--- config.mk ---
export PLATFORM = sky130hd
export DESIGN_NAME = imem_sync
export DESIGN_NICKNAME = d
export VERILOG_FILES = /design/src/rtl/imem_pkg.sv /design/src/rtl/imem_rsp_fifo.sv /design/src/rtl/imem_sync.sv
export SDC_FILE = /design/constraint.sdc
export NUM_CORES = 2
export LEC_CHECK = 0
export ABC_AREA = 1
export CORE_UTILIZATION = 40
export DETAILED_ROUTE_END_ITERATION = 10
export PLACE_DENSITY = 0.53
export SLEW_MARGIN = 10
export SYNTH_ARGS = -nofsm -noshare
export SYNTH_HDL_FRONTEND = slang
export SYNTH_SLANG_ARGS = --single-unit
--- constraint.sdc ---
create_clock -name clk -period 5.7 [get_ports clk]
set_input_delay 1.14 -clock clk [delete_from_list [all_inputs] [get_ports clk]]
set_output_delay 1.14 -clock clk [all_outputs]
set_load 0.01 [all_outputs]
--- src/rtl/imem_pkg.sv ---
// rtl/imem_pkg.sv - shared widths, fault word and response type for imem_sync
package imem_pkg;

  localparam int IMEM_DATA_W = 16;
  localparam int IMEM_ADDR_W = 16;
  localparam logic [IMEM_DATA_W-1:0] IMEM_NOP_WORD = 16'h0000;

  typedef struct packed {
    logic [IMEM_DATA_W-1:0] com;
    logic                   fault;
  } imem_rsp_t;

endpackage

--- src/rtl/imem_rsp_fifo.sv ---
// rtl/imem_rsp_fifo.sv - 2-entry in-order response buffer with flush
module imem_rsp_fifo
  import imem_pkg::*;
#(
  parameter type T = imem_rsp_t
) (
  input  logic       clk,
  input  logic       rst_n,
  input  logic       push,
  input  T           push_data,
  input  logic       pop,
  input  logic       flush,
  output T           head,
  output logic [1:0] count,
  output logic [1:0] count_next
);

  T           slot_q [2];
  T           slot_d [2];
  T           head_q, head_d;
  logic       wr_ptr_q, wr_ptr_d;
  logic       rd_ptr_q, rd_ptr_d;
  logic [1:0] count_q, count_d;
  logic       do_push, do_pop;

  always_comb begin
    do_pop   = pop && (count_q != 2'd0);
    do_push  = push && ((count_q != 2'd2) || do_pop);
    slot_d   = slot_q;
    wr_ptr_d = wr_ptr_q;
    rd_ptr_d = rd_ptr_q;
    if (do_push) begin
      slot_d[wr_ptr_q] = push_data;
      wr_ptr_d         = !wr_ptr_q;
    end
    if (do_pop) begin
      rd_ptr_d = !rd_ptr_q;
    end
    count_d = count_q + {1'b0, do_push} - {1'b0, do_pop};
    if (flush) begin
      wr_ptr_d = 1'b0;
      rd_ptr_d = 1'b0;
      count_d  = 2'd0;
    end
    // Head is registered; with nothing buffered it keeps the last word handed out.
    head_d = (count_d != 2'd0) ? slot_d[rd_ptr_d] : head_q;
  end

  always_ff @(posedge clk) begin
    if (!rst_n) begin
      slot_q   <= '{default: '0};
      head_q   <= '0;
      wr_ptr_q <= 1'b0;
      rd_ptr_q <= 1'b0;
      count_q  <= 2'd0;
    end else begin
      slot_q   <= slot_d;
      head_q   <= head_d;
      wr_ptr_q <= wr_ptr_d;
      rd_ptr_q <= rd_ptr_d;
      count_q  <= count_d;
    end
  end

  assign head       = head_q;
  assign count      = count_q;
  assign count_next = count_d;

endmodule

--- src/rtl/imem_sync.sv ---
// rtl/imem_sync.sv - synchronous instruction memory with fetch handshake,
// program-load port, redirect flush and out-of-range fault reporting
module imem_sync
  import imem_pkg::*;
#(
  parameter int                DATA_W    = IMEM_DATA_W,
  parameter int                ADDR_W    = IMEM_ADDR_W,
  parameter int                DEPTH     = 256,
  parameter logic [DATA_W-1:0] NOP_WORD  = DATA_W'(IMEM_NOP_WORD),
  parameter string             INIT_FILE = ""
) (
  input  logic              clk,
  input  logic              rst_n,
  input  logic              req_valid,
  output logic              req_ready,
  input  logic [ADDR_W-1:0] req_addr,
  output logic              rsp_valid,
  input  logic              rsp_ready,
  output logic [DATA_W-1:0] rsp_com,
  output logic              rsp_fault,
  input  logic              flush,
  input  logic              ld_en,
  input  logic [ADDR_W-1:0] ld_addr,
  input  logic [DATA_W-1:0] ld_data,
  output logic              busy
);

  localparam int IDX_W = (DEPTH > 1) ? $clog2(DEPTH) : 1;

  typedef struct packed {
    logic [DATA_W-1:0] com;
    logic              fault;
  } rsp_t;

  logic [DATA_W-1:0] mem_q [DEPTH];

  logic       s1_valid_q, s1_valid_d;
  rsp_t       s1_rsp_q, s1_rsp_d;
  logic       busy_q, busy_d;
  logic       req_fire, rd_in_range, ld_in_range, rsp_pop;
  logic [1:0] fifo_count, fifo_count_next;
  rsp_t       fifo_head;

  always_comb begin
    rd_in_range = (32'(req_addr) < 32'(DEPTH));
    ld_in_range = (32'(ld_addr) < 32'(DEPTH));
    // Slots already promised (S1 plus buffered) must leave room for one more.
    req_ready   = !ld_en && !flush &&
                  (({1'b0, fifo_count} + {2'b00, s1_valid_q}) < 3'd2);
    req_fire    = req_valid && req_ready;
    s1_valid_d  = req_fire;
    s1_rsp_d    = s1_rsp_q;
    if (req_fire) begin
      s1_rsp_d.com   = rd_in_range ? mem_q[req_addr[IDX_W-1:0]] : NOP_WORD;
      s1_rsp_d.fault = !rd_in_range;
    end
    rsp_pop = (fifo_count != 2'd0) && rsp_ready;
    busy_d  = s1_valid_d || (fifo_count_next != 2'd0);
  end

  always_ff @(posedge clk) begin
    if (rst_n && ld_en && ld_in_range) begin
      mem_q[ld_addr[IDX_W-1:0]] <= ld_data;
    end
  end

  always_ff @(posedge clk) begin
    if (!rst_n) begin
      s1_valid_q <= 1'b0;
      s1_rsp_q   <= '0;
      busy_q     <= 1'b0;
    end else begin
      s1_valid_q <= s1_valid_d;
      s1_rsp_q   <= s1_rsp_d;
      busy_q     <= busy_d;
    end
  end

  imem_rsp_fifo #(
    .T (rsp_t)
  ) u_rsp_fifo (
    .clk        (clk),
    .rst_n      (rst_n),
    .push       (s1_valid_q && !flush),
    .push_data  (s1_rsp_q),
    .pop        (rsp_pop),
    .flush      (flush),
    .head       (fifo_head),
    .count      (fifo_count),
    .count_next (fifo_count_next)
  );

  assign rsp_valid = (fifo_count != 2'd0);
  assign rsp_com   = fifo_head.com;
  assign rsp_fault = fifo_head.fault;
  assign busy      = busy_q;

endmodule

### Yosys cells after proc, flatten, opt, wreduce, memory -nomap -nowiden

Memory sizes are Yosys's and may differ from the RTL's.
Cells that the tools add are included.
W data, S select, Z words.

| cells by class | value |
|---|---|
| eq/ne operators | 1 |
| reduce and logical (&&, ||, !) cells | 20 |
| mux-type cells | 13 |
| bitwise logic cells | 3 |
| add/sub/neg operators | 3 |
| magnitude comparators | 6 |

Operators with widths:

| operator | number |
|---|---|
| $mux W17 | 4 |
| $bwmux W34 | 1 |
| $mux W34 | 1 |
| $lt A16 B9 Y1 const B | 2 |
| $demux W17 S1 | 1 |
| $mux W16 | 1 |
| $logic_and A1 B1 Y1 | 10 |
| $logic_not A1 Y1 | 5 |
| $ge A2 B2 Y1 const B | 2 |
| $mux W1 | 4 |
| $not A1 Y2 | 2 |
| $reduce_bool A2 Y1 | 2 |
| $add A2 B1 Y3 | 1 |
| $lt A3 B2 Y1 const B | 1 |
| $add A2 B1 Y2 | 1 |
| $logic_or A1 B1 Y1 | 2 |
| $lt A2 B1 Y1 const B | 1 |
| $mux W2 | 1 |
| $ne A2 B2 Y1 const B | 1 |
| $reduce_or A2 Y1 | 1 |
| $sub A2 B1 Y2 | 1 |
| $not A1 Y1 | 1 |

| storage, ports and cells | value |
|---|---|
| flip-flop bits (word level) | 74 |
| memories | 1 |
| memory bits (writable) | 4096 |
| output and inout bits | 20 |

Memory list:

| name | depth | bits a word | read ports | clocked after Yosys merged registers in | wr ports | RTL line | source |
|---|---|---|---|---|---|---|---|
| mem_q | 256 | 16 | 1 | 0 | 1 | imem_sync.sv:35 | `logic [DATA_W-1:0] mem_q [DEPTH];` |

### Logic depth before layout (Yosys ltp)

| depth | value |
|---|---|
| depth after elaboration | 10 |
| depth in mapped cells | 15 |

### By module

Synthesis repeated with hierarchy kept, for this count alone.

| second synthesis, totals | value |
|---|---|
| cell total of the unflattened synthesis | 14090 |
| area, all modules | 168993.3 µm² |

By module, submodules not included:

| module | times used | seq. area each (µm²) | area an instance (µm²) | cells an instance |
|---|---|---|---|---|
| imem_sync | 1 | 123378.3 | 166011.7 | 13607 |
| imem_rsp_fifo | 1 | 1101.1 | 2981.6 | 483 |

### Least setup slack after synthesis

No wires, ideal clock.

| timing path | value |
|---|---|
| kind | input to register |
| from | input ld_addr[10] |
| to | memory mem_q[134][0] in the netlist's numbering, enable pin |
| path buffers | 1 |
| arrival time | 3.069 ns |
| cell stages on the path | 7 |
| data required time | 5.312 ns |
| path slack | 2.242 ns |
| cell sequence | or4_1 nor2_1 nand2_1 nor2_2 nand2_2 buf_2 nor2_1 |

| between the ends | value |
|---|---|
| cells in the longest elaborated chain, start to end | 4 |

RTL lines:

| item | RTL line | source |
|---|---|---|
| start: declaration | imem_sync.sv:23 | `input logic [ADDR_W-1:0] ld_addr,` |
| $lt A16 B9 Y1 | imem_sync.sv:46 | `ld_in_range = (32'(ld_addr) < 32'(DEPTH));` |
| $logic_and A1 B1 Y1 | imem_sync.sv:62 | `if (rst_n && ld_en && ld_in_range) begin` |
| $mux W1 | imem_sync.sv:62 |  |
| $mux W1 (implied by the code) | imem_sync.sv:63 | `mem_q[ld_addr[IDX_W-1:0]] <= ld_data;` |
| end: declaration | imem_sync.sv:35 |  |

Every way passes these cells.

### Final worst setup path

| timing path | value |
|---|---|
| from | input req_addr[0] |
| to | register s1_rsp_q[8] in the netlist's numbering |

| between the ends | value |
|---|---|
| cells in the longest elaborated chain, start to end | 2 |

RTL lines:

| item | RTL line | source |
|---|---|---|
| start: declaration | imem_sync.sv:16 | `input logic [ADDR_W-1:0] req_addr,` |
| $mem_v2 Z256 W16 or $lt A16 B9 Y1 (tied branches) | -- |  |
| $mux W16 * | imem_sync.sv:54 | `s1_rsp_d.com = rd_in_range ? mem_q[req_addr[IDX_W-1:0]] : NOP_WORD;` |
| end signal: assignment | imem_sync.sv:74 | `s1_rsp_q <= s1_rsp_d;` |
| end: declaration | imem_sync.sv:38 | `rsp_t s1_rsp_q, s1_rsp_d;` |

Mark *: on every way between the ends. The rest lies on a longest branch, timed or not.
A chain may end at the register's enable or synchronous reset.

==> impl_metrics.toml <==
[critical_path]
path_max_fanout = 120
start_kind = "input pin"
cp.required_ns = 6.61
crit_path_end_kind = "flop"
r2r_setup_slack_ns = 2.29
cp.arrival_ns = 5.05
regToRegStartpoint = "s1_valid_q$_SDFF_PN0_"
r2r-end = "s1_rsp_q[8]$_SDFFE_PN0P_"
crit_type = "input pin to flop"
reg2reg_depth = 5

[routing]
vias = 110000
wirelength_mm = 531
avgViaCountPerCell = 5.52
wl_per_cell_um = 26.6
antenna_left = 0
drc = 0
drtIter0Drc = 14100
drt_first_pass_iters = 6

[sta]
fin_crit_ns = 4.15
max_slew_margin = 0.0738
skew_ns = 0.0532
fin_ws_ns = 1.55
grt_setup_unrepaired = "no"
drv_slew = 0
worst_pin_slew_ns = 1.39
setup_violations = 0
fmax_mhz = 241
final-hold-violation-count = 0
period_share = 0.727
tns_ns = 0

[grt]
gr-total-overflow = 0
grt_pass1_wl_mm = 755
grt_pass1_vias = 103000
gr-usage-met1 = 0.342
antenna_found_initial = 23
grt_max_degree = 188
use_met3 = 0.0304
grt_busiest_layer = "met2"
use_met2 = 0.392
grt_usage = 0.244

[die]
die_h_um = 651
row_count = 238
chipWidth_um = 651
design.core.area_mm2 = 0.420
die-area_mm2 = 0.424
ios = 74
start_util = 0.401

[synth]
ys_warn_count = 0
synth_area_leader_cell = "edfxtp_1"
synth_seq_cells = 4170
syn-instance-count = 13900
syn-num-nets = 14000
syn_area_per_cell_um2 = 12.1
synth_top_area_frac = 0.730
synth_area_mm2 = 0.169
synthDistinctLibCells = 32
synth_area_leaders = "edfxtp_1, nand3_1, nand2_1"
seq_area_frac_synth = 0.738

[place]
dp_cells = 19100
dp_hpwl_mm = 306
gp_congestion = 0.900
dp_slack_ns = 0.717
place.port_buffers = 73

[cts]
htreeDepth = 5
cts_buffers = 440
cts_resized = 0
clock-sinks = 4170
postCtsSetupBuffers = 0
clock_latency_ns = 0.99
clockBufferDepth = 4
cts_root_buf = "clkbuf_16"
tritoncts = "built"
cts_hold_buf = 0
path_clk_slew_ns = 0.06

[power]
ir_worst_vdd_v = 0.000283
p_per_area_mw_per_mm2 = 345
p_leak_uw = 0.0661
p_total_uw = 65700

[outcome]
status = "completed"

[min_path]
hold_path_end = "u_rsp_fifo.head[11]$_SDFFE_PN0P_"
hold_depth = 2
hold_path.startpoint = "u_rsp_fifo.head[11]$_SDFFE_PN0P_"
hold_class = "flop to flop"

[layout]
layoutNonFillerInstCount = 20000
areaGrowthSynthToFinish_pct = 12.9
final_layout_size_suffix_gt1_frac = 0.0885
post-route-util = 0.453
nets = 14100

[flow_run]
max_cap_violations = 0
-- cell usage after synthesis --
library cell  count
o211a_1           1
nor2_2            7
o21ai_0          32
clkbuf_4          1
mux2_2            9
nand2_2          16
buf_6           161
o221ai_1          6
nor2_1          307
or4_1             1
nand2_1        4188
inv_1            77
nand3_1        4091
xnor2_1           1
a31oi_1           9
ha_1              2
a2111oi_2         1
a21oi_1          19
buf_4            67
or2_1             1
buf_1            88
inv_2             4
or2_2             1
buf_2           490
dfxtp_1          74
buf_8             1
clkbuf_1        148
o21a_1            3
inv_4             1
nor4_1            4
a211oi_1          4
edfxtp_1       4096
-- per-stage QoR --
stage	area (µm²)	hold WS [ns]
detailed placement	177000	0.470
global route	190000	0.503
global placement	177000	0.463
floorplan	169000	0.445
CTS	190000	0.467
finish	190000	0.473
-- cell families (layout without fill, tap and decap cells) --
family          after synthesis  after routing  synth area share
mux                           9              9          0.000601
flops                      4170           4170             0.738
fa+ha+maj                     2              2          0.000148
compound gates               75             75           0.00262
xor+xnor                      1              1         0.0000520
other cells                   0             18                 0
simple gates               8616           8616             0.223
buf+inv                    1038           1562            0.0355
-- report_power, final --
| part | switching (µW) | internal, µW | leakage (µW) |
|---|---|---|---|
| clock | 12000 | 15800 | 0.00677 |
| combinational | 3210 | 918 | 0.0220 |
| sequential | 2.91 | 33700 | 0.0374 |
-- critical path: stages --
cell,delay [ns]
buf_16,0.25
inv_16,0.49
buf_4,0.52
buf_4,0.43
nand2_1,0.09
nand3_1,0.11
nand3_1,0.10
nand3_1,0.15
nand3_1,0.21
nand3_1,0.18
nand3_1,0.20
nand3_1,0.28
nand3_1,0.32
a21oi_1,0.23
-- worst max path at each step --
stage	startpoint	end	slack [ns]	cells past startpoint
floorplan	ld_addr[10]	mem_q[134][0]$_DFFE_PP_	2.24	7
global placement	ld_addr[10]	mem_q[76][4]$_DFFE_PP_	0.73	8
detailed placement	ld_addr[10]	mem_q[76][8]$_DFFE_PP_	0.72	8
CTS	ld_addr[10]	mem_q[76][8]$_DFFE_PP_	1.79	8
global route	req_addr[0]	s1_rsp_q[8]$_SDFFE_PN0P_	1.49	14
finish	req_addr[0]	s1_rsp_q[8]$_SDFFE_PN0P_	1.55	14
-- cell usage in the layout (no fill, tap or decap), drive strengths merged --
cell type / n
nor4: 4
dfxtp: 74
a31oi: 9
o221ai: 6
nor2: 314
a2111oi: 1
o21a: 3
diode: 18
o211a: 1
xnor2: 1
edfxtp: 4096
or2: 2
a21oi: 19
clkdlybuf4s50: 50
o21ai: 32
or4: 1
buf: 618
a211oi: 4
nand2: 4204
clkinvlp: 7
nand3: 4091
mux2: 9
ha: 2
clkinv: 205
bufinv: 31
clkbuf: 559
inv: 92
-- cell type report --
type                    instances  area [µm²]
flip-flops and latches       4170      124000
diodes                         18        45.0
inverters                      82         353
multi-input cells            8703       38200
fillers                     38100      229000
well taps                    5520        6910
clock inverters               253        2180
repair buffers                668        6540
clock buffers                 559       11700
-- layer usage --
metal  vias up  wire length, µm
met5         -                0
met2      4272           252000
li1      50000                -
met1     55200           223000
met4         0            18700
met3       727            36600
-- state kept, by name, summed over array words and instances, names as in the netlist --
signal               flops
busy                     1
mem_q                 4096
u_rsp_fifo.head         17
u_rsp_fifo.wr_ptr_q      1
u_rsp_fifo.slot_q       34
s1_rsp_q                17
u_rsp_fifo.count         2
s1_valid_q               1
u_rsp_fifo.rd_ptr_q      1
Note: power is estimated with default switching activity, not from simulation.
